## config.mk

```make
export PLATFORM = sky130hd
export DESIGN_NAME = sg_elem_requester_flat
export DESIGN_NICKNAME = d
export VERILOG_FILES = /design/src/rtl/sg_elem_requester_if.sv /design/src/rtl/sg_elem_requester.sv /design/src/flat_wrapper.sv
export SDC_FILE = /design/constraint.sdc
export NUM_CORES = 1
export LEC_CHECK = 0
export CAP_MARGIN = 40
export CORE_UTILIZATION = 30
export CTS_CLUSTER_SIZE = 16
export DETAILED_ROUTE_END_ITERATION = 12
export GPL_ROUTABILITY_DRIVEN = 0
export PLACE_DENSITY = 0.61
export SETUP_SLACK_MARGIN = 0.02
export SLEW_MARGIN = 20
export SYNTH_ARGS = -nofsm -noshare
export SYNTH_HDL_FRONTEND = slang
export SYNTH_SLANG_ARGS = --single-unit
```

## constraint.sdc

```tcl
create_clock -name CLK -period 13.5 [get_ports CLK]
set_input_delay 2.025 -clock CLK [delete_from_list [all_inputs] [get_ports CLK]]
set_output_delay 2.025 -clock CLK [all_outputs]
set_load 0.02 [all_outputs]
```

## src/rtl/sg_elem_requester_if.sv

```systemverilog
// sg_elem_requester_if: SG element pop and upstream read request handshakes.
interface sg_elem_requester_if;
  logic        ELEM_VALID;
  logic        ELEM_REN;
  logic [63:0] ELEM_ADDR;
  logic [31:0] ELEM_LEN;
  logic        REQ;
  logic        REQ_ACK;
  logic [63:0] REQ_ADDR;
  logic [9:0]  REQ_LEN;
  modport master (
    input  ELEM_VALID, ELEM_ADDR, ELEM_LEN, REQ_ACK,
    output ELEM_REN, REQ, REQ_ADDR, REQ_LEN
  );
  modport slave (
    output ELEM_VALID, ELEM_ADDR, ELEM_LEN, REQ_ACK,
    input  ELEM_REN, REQ, REQ_ADDR, REQ_LEN
  );
endinterface

```

## src/rtl/sg_elem_requester.sv

```systemverilog
// sg_elem_requester: splits SG elements into max-size, 4KB-bounded read requests gated on receive buffer room.
module sg_elem_requester #(
  parameter int C_DATA_WIDTH = 128,
  parameter int C_FIFO_WORDS = 4096,
  parameter int C_MAX_READ_REQ = 2,
  localparam int C_DATA_WORD_WIDTH = $clog2((C_DATA_WIDTH / 32) + 1),
  localparam int OW = $clog2(C_FIFO_WORDS) + 1
) (
  input  logic                         CLK,
  input  logic                         RST,
  input  logic [2:0]                   CONFIG_MAX_READ_REQUEST_SIZE,
  sg_elem_requester_if.master          bus,
  input  logic [C_DATA_WORD_WIDTH-1:0] CONSUMED_WORDS,
  input  logic                         ABORT,
  output logic                         ELEM_DONE,
  output logic                         BUSY
);
  typedef enum logic [1:0] {IDLE, CALC, ISSUE} state_t;
  localparam logic [2:0] CAP = C_MAX_READ_REQ > 5 ? 3'd5 : 3'(C_MAX_READ_REQ);
  state_t r_state, w_state_n;
  logic [63:0] r_addr;
  logic [31:0] r_remain;
  logic [10:0] r_len, w_mx, w_bnd, w_lim, w_len;
  logic [OW-1:0] r_outstanding, w_out_n;
  logic [OW:0] w_sum, w_cons;
  logic [2:0] w_cfg;
  logic r_done, w_done_n, w_pop, w_ack, w_fit, w_last;
  assign w_pop = r_state == IDLE && bus.ELEM_VALID && !ABORT;
  assign w_ack = r_state == ISSUE && bus.REQ_ACK;
  assign w_last = r_remain == {21'd0, r_len};
  assign bus.ELEM_REN = w_pop;
  assign bus.REQ = r_state == ISSUE;
  assign bus.REQ_ADDR = r_addr;
  assign bus.REQ_LEN = r_len[9:0];
  assign ELEM_DONE = r_done;
  assign BUSY = r_state != IDLE;
  // Request length: min of remaining words, size cap and words left in the 4KB page.
  assign w_cfg = CONFIG_MAX_READ_REQUEST_SIZE < CAP ? CONFIG_MAX_READ_REQUEST_SIZE : CAP;
  assign w_mx = 11'd32 << w_cfg;
  assign w_bnd = 11'd1024 - {1'b0, r_addr[11:2]};
  assign w_lim = w_mx < w_bnd ? w_mx : w_bnd;
  assign w_len = r_remain < {21'd0, w_lim} ? r_remain[10:0] : w_lim;
  assign w_fit = 32'(r_outstanding) + 32'(w_len) <= 32'(C_FIFO_WORDS);
  // Outstanding words: net of accepted request and drained words, floored at zero.
  assign w_sum = {1'b0, r_outstanding} + (w_ack ? (OW+1)'(r_len) : '0);
  assign w_cons = (OW+1)'(CONSUMED_WORDS);
  assign w_out_n = w_sum > w_cons ? OW'(w_sum - w_cons) : '0;
  always_comb begin
    w_state_n = r_state;
    w_done_n = 1'b0;
    case (r_state)
      IDLE: if (w_pop) begin
        if (bus.ELEM_LEN != 0) w_state_n = CALC;
        w_done_n = bus.ELEM_LEN == 0;
      end
      CALC: if (w_fit) w_state_n = ISSUE;
      ISSUE: if (w_ack) begin
        w_state_n = w_last ? IDLE : CALC;
        w_done_n = w_last;
      end
      default: w_state_n = IDLE;
    endcase
    if (ABORT) begin
      w_state_n = IDLE;
      w_done_n = 1'b0;
    end
  end
  always_ff @(posedge CLK) begin
    if (RST) r_state <= IDLE;
    else r_state <= w_state_n;
  end
  always_ff @(posedge CLK) begin
    if (RST) begin
      r_done <= 1'b0;
      r_addr <= '0;
      r_remain <= '0;
      r_len <= '0;
      r_outstanding <= '0;
    end else begin
      r_done <= w_done_n;
      r_outstanding <= w_out_n;
      if (w_pop) begin
        r_addr <= bus.ELEM_ADDR & ~64'h3;
        r_remain <= bus.ELEM_LEN;
      end else if (w_ack) begin
        r_addr <= r_addr + {51'd0, r_len, 2'b00};
        r_remain <= r_remain - {21'd0, r_len};
      end
      if (r_state == CALC) r_len <= w_len;
    end
  end
endmodule

```

## src/flat_wrapper.sv

```systemverilog
// flat-port wrapper written by rule: the top's interface ports become plain ports
module sg_elem_requester_flat 
#(
  parameter int C_DATA_WIDTH = 128,
  parameter int C_FIFO_WORDS = 4096,
  parameter int C_MAX_READ_REQ = 2,
  localparam int C_DATA_WORD_WIDTH = $clog2((C_DATA_WIDTH / 32) + 1),
  localparam int OW = $clog2(C_FIFO_WORDS) + 1
)
  (CLK, RST, CONFIG_MAX_READ_REQUEST_SIZE, CONSUMED_WORDS, ABORT, ELEM_DONE, BUSY, bus_ELEM_VALID, bus_ELEM_ADDR, bus_ELEM_LEN, bus_REQ_ACK, bus_ELEM_REN, bus_REQ, bus_REQ_ADDR, bus_REQ_LEN);
  sg_elem_requester_if bus_i ();
  input  logic CLK;
  input  logic RST;
  input  logic [2:0] CONFIG_MAX_READ_REQUEST_SIZE;
  input  logic [C_DATA_WORD_WIDTH-1:0] CONSUMED_WORDS;
  input  logic ABORT;
  output logic ELEM_DONE;
  output logic BUSY;
  input wire logic [$bits(bus_i.ELEM_VALID)-1:0] bus_ELEM_VALID;
  input wire logic [$bits(bus_i.ELEM_ADDR)-1:0] bus_ELEM_ADDR;
  input wire logic [$bits(bus_i.ELEM_LEN)-1:0] bus_ELEM_LEN;
  input wire logic [$bits(bus_i.REQ_ACK)-1:0] bus_REQ_ACK;
  output wire logic [$bits(bus_i.ELEM_REN)-1:0] bus_ELEM_REN;
  output wire logic [$bits(bus_i.REQ)-1:0] bus_REQ;
  output wire logic [$bits(bus_i.REQ_ADDR)-1:0] bus_REQ_ADDR;
  output wire logic [$bits(bus_i.REQ_LEN)-1:0] bus_REQ_LEN;
  assign bus_i.ELEM_VALID = bus_ELEM_VALID;
  assign bus_i.ELEM_ADDR = bus_ELEM_ADDR;
  assign bus_i.ELEM_LEN = bus_ELEM_LEN;
  assign bus_i.REQ_ACK = bus_REQ_ACK;
  assign bus_ELEM_REN = bus_i.ELEM_REN;
  assign bus_REQ = bus_i.REQ;
  assign bus_REQ_ADDR = bus_i.REQ_ADDR;
  assign bus_REQ_LEN = bus_i.REQ_LEN;
  sg_elem_requester #(.C_DATA_WIDTH(C_DATA_WIDTH), .C_FIFO_WORDS(C_FIFO_WORDS), .C_MAX_READ_REQ(C_MAX_READ_REQ)) u_core (.CLK(CLK), .RST(RST), .CONFIG_MAX_READ_REQUEST_SIZE(CONFIG_MAX_READ_REQUEST_SIZE), .bus(bus_i), .CONSUMED_WORDS(CONSUMED_WORDS), .ABORT(ABORT), .ELEM_DONE(ELEM_DONE), .BUSY(BUSY));
endmodule
```

======== Yosys cells after proc, flatten, opt, wreduce, memory -nomap -nowiden ========
Cells that the tools add are included.
operators by class
  add/sub/neg operators ................... 6
  order comparisons ....................... 5
  equality and inequality tests ........... 7
  shift-type cells ........................ 1
  mux-type cells .......................... 17
  bitwise gates (word level) .............. 1
  reductions and logical operators ........ 13
operators with widths
  kind                                                               number
  2-to-1 mux 64 bit                                                  2
  adder 64 x 13 -> 64 bit                                            1
  2-to-1 mux 32 bit                                                  2
  2-to-1 mux 11 bit                                                  3
  == test 32 x 11 -> 1 bit                                           1
  less-or-equal comparator 32 x 13 -> 1 bit (second input constant)  1
  logical NOT 32 bit                                                 1
  less-than comparator 32 x 11 -> 1 bit                              1
  nonzero test 32 bit                                                1
  subtractor 32 x 11 -> 32 bit                                       1
  adder 13 x 11 -> 14 bit                                            2
  > comparator 14 x 3 -> 1 bit                                       1
  subtractor 13 x 3 -> 13 bit                                        1
  less-than comparator 11 bit                                        1
  << shifter 6 x 3 -> 11 bit (first input constant)                  1
  subtractor 11 x 10 -> 11 bit (first input constant)                1
  2-to-1 mux 2 bit                                                   4
  case mux 2 bit (3 select lines)                                    1
  OR reduction 2 bit                                                 3
  != test 2 x 1 -> 1 bit (second input constant)                     2
  != test 2 bit (second input constant)                              2
  AND reduction 4 bit                                                1
  nonzero test 2 bit                                                 2
  logical AND 1 bit                                                  3
  9 further kinds                                                    11
word-level totals
  bits in registers ....................... 123
  input bits .............................. 107
  output and inout port bits .............. 78
  logic and storage cells ................. 57

======== Logic depth before layout (Yosys ltp) ========
  depth after elaboration ................. 11
  mapped depth ............................ 31
  depth with buffers taken out ............ 30

======== Worst setup path after synthesis ========
OpenSTA, ideal clock, no wires.
  path type ............................... input to register
  start ................................... in CONFIG_MAX_READ_REQUEST_SIZE[2]
  end ..................................... reg u_core.r_state[0]
  arrival time ............................ 7384 ps
  data required time ...................... 13385 ps
  slack ................................... 6000 ps
  stages .................................. 27
  path buffers ............................ 1
  cell sequence ........................... nor2_1 -> inv_1 -> ha_1 -> a21o_1 -> a21o_1 -> a211o_1 -> a31oi_2 -> mux2i_1 -> inv_1 -> ha_1 -> nand4_1 -> or4_1 -> a31oi_1 -> nor2_2 -> buf_6 -> mux2i_1 -> ha_1 -> inv_1 -> fa_1 -> nand2_1 -> a2111oi_0 -> nand4_1 -> nor4_1 -> nand4_1 -> o41ai_1 -> o22ai_1 -> and3_1
between the ends
  word-level cells in the longest chain between the ends .. 11
RTL lines
  element                                        line                     text
  start: declaration                             flat_wrapper.sv:14       input logic [2:0] CONFIG_MAX_READ_REQUEST_SIZE;
  less-than comparator 3 x 2 -> 1 bit            sg_elem_requester.sv:38  assign w_cfg = CONFIG_MAX_READ_REQUEST_SIZE < CAP ? CONFIG_MAX_READ_REQUEST_SIZE : CAP;
  2-to-1 mux 3 bit (*)                           sg_elem_requester.sv:38
  << shifter 6 x 3 -> 11 bit (*)                 sg_elem_requester.sv:39  assign w_mx = 11'd32 << w_cfg;
  less-than comparator 11 bit                    sg_elem_requester.sv:41  assign w_lim = w_mx < w_bnd ? w_mx : w_bnd;
  2-to-1 mux 11 bit (*)                          sg_elem_requester.sv:41
  less-than comparator 32 x 11 -> 1 bit          sg_elem_requester.sv:42  assign w_len = r_remain < {21'd0, w_lim} ? r_remain[10:0] : w_lim;
  2-to-1 mux 11 bit (*)                          sg_elem_requester.sv:42
  named net u_core.w_len[0]                      sg_elem_requester.sv:23  logic [10:0] r_len, w_mx, w_bnd, w_lim, w_len;
  adder 13 x 11 -> 14 bit (*)                    sg_elem_requester.sv:43  assign w_fit = 32'(r_outstanding) + 32'(w_len) <= 32'(C_FIFO_WORDS);
  less-or-equal comparator 32 x 13 -> 1 bit (*)  sg_elem_requester.sv:43
  != test 2 x 1 -> 1 bit (no source line) (*)    n/a
  AND reduction 4 bit (no source line) (*)       n/a
  end signal: assignment                         sg_elem_requester.sv:70  else r_state <= w_state_n;
  end: declaration                               sg_elem_requester.sv:20  state_t r_state, w_state_n;
The timed path passes the listed nets; every way through them passes the cells marked *.
A chain may end at the register's enable or synchronous reset.

======== Worst setup path after layout ========
Same ends and word-level chain as after synthesis.

==> flow_summary.json <==
{
  "via_per_inst": 5.67,
  "worstSkewPairLatency_ps": 420,
  "post-cts-setup-buffers": 0,
  "row_count": 65,
  "drt-total-wl_mm": 33.1,
  "tightest_slew_ps": 845,
  "setup.worst_path.start": "CONFIG_MAX_READ_REQUEST_SIZE[2]",
  "postLayoutCellArea_um2": 12300,
  "cp.arrival_ps": 9530,
  "synth_area_um2": 9620,
  "hold_end": "u_core.r_remain[26]$_SDFFE_PP0P_",
  "antenna_cells": 0,
  "reg2reg_slack_ps": 5180,
  "wl_per_cell_um": 18.3,
  "hp-start": "u_core.r_remain[26]$_SDFFE_PP0P_",
  "min_path_type": "flip-flop to flip-flop",
  "timing.final.crit_share": 0.683,
  "holdPathStages": 2,
  "ys_seq_area_frac": 0.252,
  "cp-start-kind": "primary input",
  "gr-usage-all-layers": 0.199,
  "antenna_found_initial": 0,
  "drive_gt1_frac": 0.0625,
  "hold_slack_ps": 467,
  "vias": 10300,
  "post-route-drc-count": 0,
  "tns_ps": 0,
  "core_um2": 31600,
  "dr.first_iter.drc_count": 956,
  "leakagePower_uw": 0.00459,
  "end_kind": "flip-flop",
  "cts_hold_buffers": 0,
  "clk_root_buffer_cell": "clkbuf_16",
  "power_density_nw_per_um2": 118,
  "ir_worst_vdd_mv": 0.0998,
  "final_net_count": 1571,
  "die_h_um": 181,
  "status": "finished clean",
  "io_buffer_count": 180,
  "clkTransAtPathRegs_ps": 70,
  "cts_made_buffers": 17,
  "relSlewSlack": 0.437,
  "cts_tree": "built",
  "reg2reg_depth": 29,
  "yosys_warnings": 0,
  "grt_max_degree": 72,
  "syn_inst": 1260,
  "area_delta_synth_final_pct": 27.7,
  "drt_pass1_iterations": 5,
  "place_area_um2": 11700,
  "max_freq_ghz": 0.108,
  "final-max-slew-violation-count": 0,
  "clockBufferDepth": 2,
  "dp_hpwl_mm": 24.9,
  "crit_type": "primary input to flip-flop",
  "min_period_ps": 9220,
  "grt_pass1_wl_mm": 52.3,
  "synth_edf_count": 0,
  "timing.rr.start": "u_core.bus.REQ_ADDR[2]$_SDFFE_PP0P_",
  "die_width_um": 181,
  "grt_pass1_vias": 9579,
  "drtAntennaViolNets": 0,
  "cp.required_ps": 13810,
  "ctsHtreeMaxLevel": 4,
  "io_pins": 185,
  "ys_types": 80,
  "drv_cap": 0,
  "ys_ff_latch": 121,
  "finalSetupViolations": 0,
  "rsz0062_at_grt": "false",
  "synthArstFlopShare": 0,
  "pre_cts_ws_ps": 3850,
  "overflow": 0,
  "syn_avg_cell_area_um2": 7.64,
  "hold_viol": 0,
  "fin_skew_ps": 13.1,
  "post_cts_resized": 0,
  "fin_ws_ps": 4280,
  "yosys_most_used_dff": "dfxtp_1",
  "cts_sinks": 121,
  "start_util": 0.305,
  "total_power_uw": 1450,
  "timing.rr.end": "u_core.r_state[0]$_SDFFE_PP0P_",
  "final_common_cell": "clkdlybuf4s50_1",
  "layout_common_cells": "clkdlybuf4s50_1, nor2_1, dfxtp_1",
  "dieArea_um2": 32800,
  "cp_max_fo": 11
}
==> worst max-delay path, cell delays in order <==
cell and delay (ps):
clkdlybuf4s50_1 400, nor2_1 270, inv_1 120, ha_1 210, a21o_1 170, a21o_1 170, a211o_1 390, a31oi_2 430
mux2i_1 370, ha_1 310, a21o_1 180, a21o_1 170, a21oi_1 210, o2111ai_2 130, nor2_2 560, mux2i_1 430
ha_1 260, inv_1 70, fa_1 490, nand2_1 50, a2111oi_0 380, nand4_1 150, nor4_1 350, nand4_1 160
o41ai_1 690, o22ai_1 160, and3_1 210
==> metrics by stage <==
step,util,std cells
2_1_floorplan,-,1264
3_3_place_gp,0.369,1774
3_5_place_dp,0.371,1778
4_1_cts,0.389,1810
5_1_grt,0.389,1810
6_report,0.389,1810
==> worst max path at each step <==
stage	end	slack [ps]	cells after the start
2_1_floorplan	u_core.r_state[0]$_SDFFE_PP0P_	6000	27
3_3_place_gp	u_core.r_state[0]$_SDFFE_PP0P_	3950	27
3_5_place_dp	u_core.r_state[0]$_SDFFE_PP0P_	3850	27
4_1_cts	u_core.r_state[0]$_SDFFE_PP0P_	4250	27
5_1_grt	u_core.r_state[0]$_SDFFE_PP0P_	3770	27
6_report	u_core.r_state[0]$_SDFFE_PP0P_	4280	27
==> synth_stat cells (all sizes together) (8+ instances only) <==
cell type	count	share of area
nor2	148	0.060
dfxtp	121	0.25
nand2	113	0.044
a21oi	78	0.041
ha	64	0.083
clkbuf	56	0.022
inv	54	0.021
nand3	40	0.021
o21ai	37	0.019
nor3	34	0.018
a31oi	32	0.022
a22oi	28	0.022
and3	28	0.018
xnor2	28	0.025
nor4	26	0.018
a211oi	25	0.021
nand4	25	0.016
buf	23	0.016
o211ai	23	0.018
a21o	22	0.017
or3	22	0.015
xor2	19	0.017
a221oi	16	0.015
nor2b	16	0.010
mux2i	15	0.016
and2	13	0.0085
nand2b	11	0.0072
o21a	11	0.0086
or4	11	0.0090
a311oi	10	0.0091
a211o	8	0.0073
and4	8	0.0073
nand3b	8	0.0062
==> metal layers <==
metal | part of all wire | vias to the layer above | routed length, µm | track usage
met3 | 0.061 | 45 | 2020 | 0.0327
met5 | 0 | - | 0 | 0
met1 | 0.47 | 4887 | 15500 | 0.273
met4 | 0.026 | 0 | 847 | 0.0651
li1 | - | 4968 | - | -
met2 | 0.44 | 370 | 14700 | 0.316
==> final cells by class <==
cell class,count,area [µm²]
Inverter,54,203
Fill cell,3229,19300
Timing Repair Buffer,191,1900
Tap cell,402,503
Multi-Input combinational cell,1010,6670
Clock buffer,18,429
Clock inverter,14,161
Sequential cell,121,2420
==> power breakdown <==
part / switching, µW / internal (µW)
combinational: 308 / 243
sequential: 43.3 / 390
clock: 193 / 277
total: 544 / 909
==> registers in the layout (all words and copies together) (netlist names) <==
signal	flops
u_core.r_outstanding	13
u_core.r_remain	32
u_core.ELEM_DONE	1
u_core.r_len	11
u_core.bus.REQ_ADDR	62
u_core.r_state	2
==> logic make-up after synthesis <==
group	share of synthesized area
AND/OR/NAND/NOR	0.275
AO/OA/AOI/OAI	0.253
buffers and inverters	0.0585
flip-flops	0.252
adder cells (fa/ha/maj)	0.0936
XOR/XNOR	0.0428
multiplexers	0.0250
other	0.000390
Power figures use the tool's default switching activity.
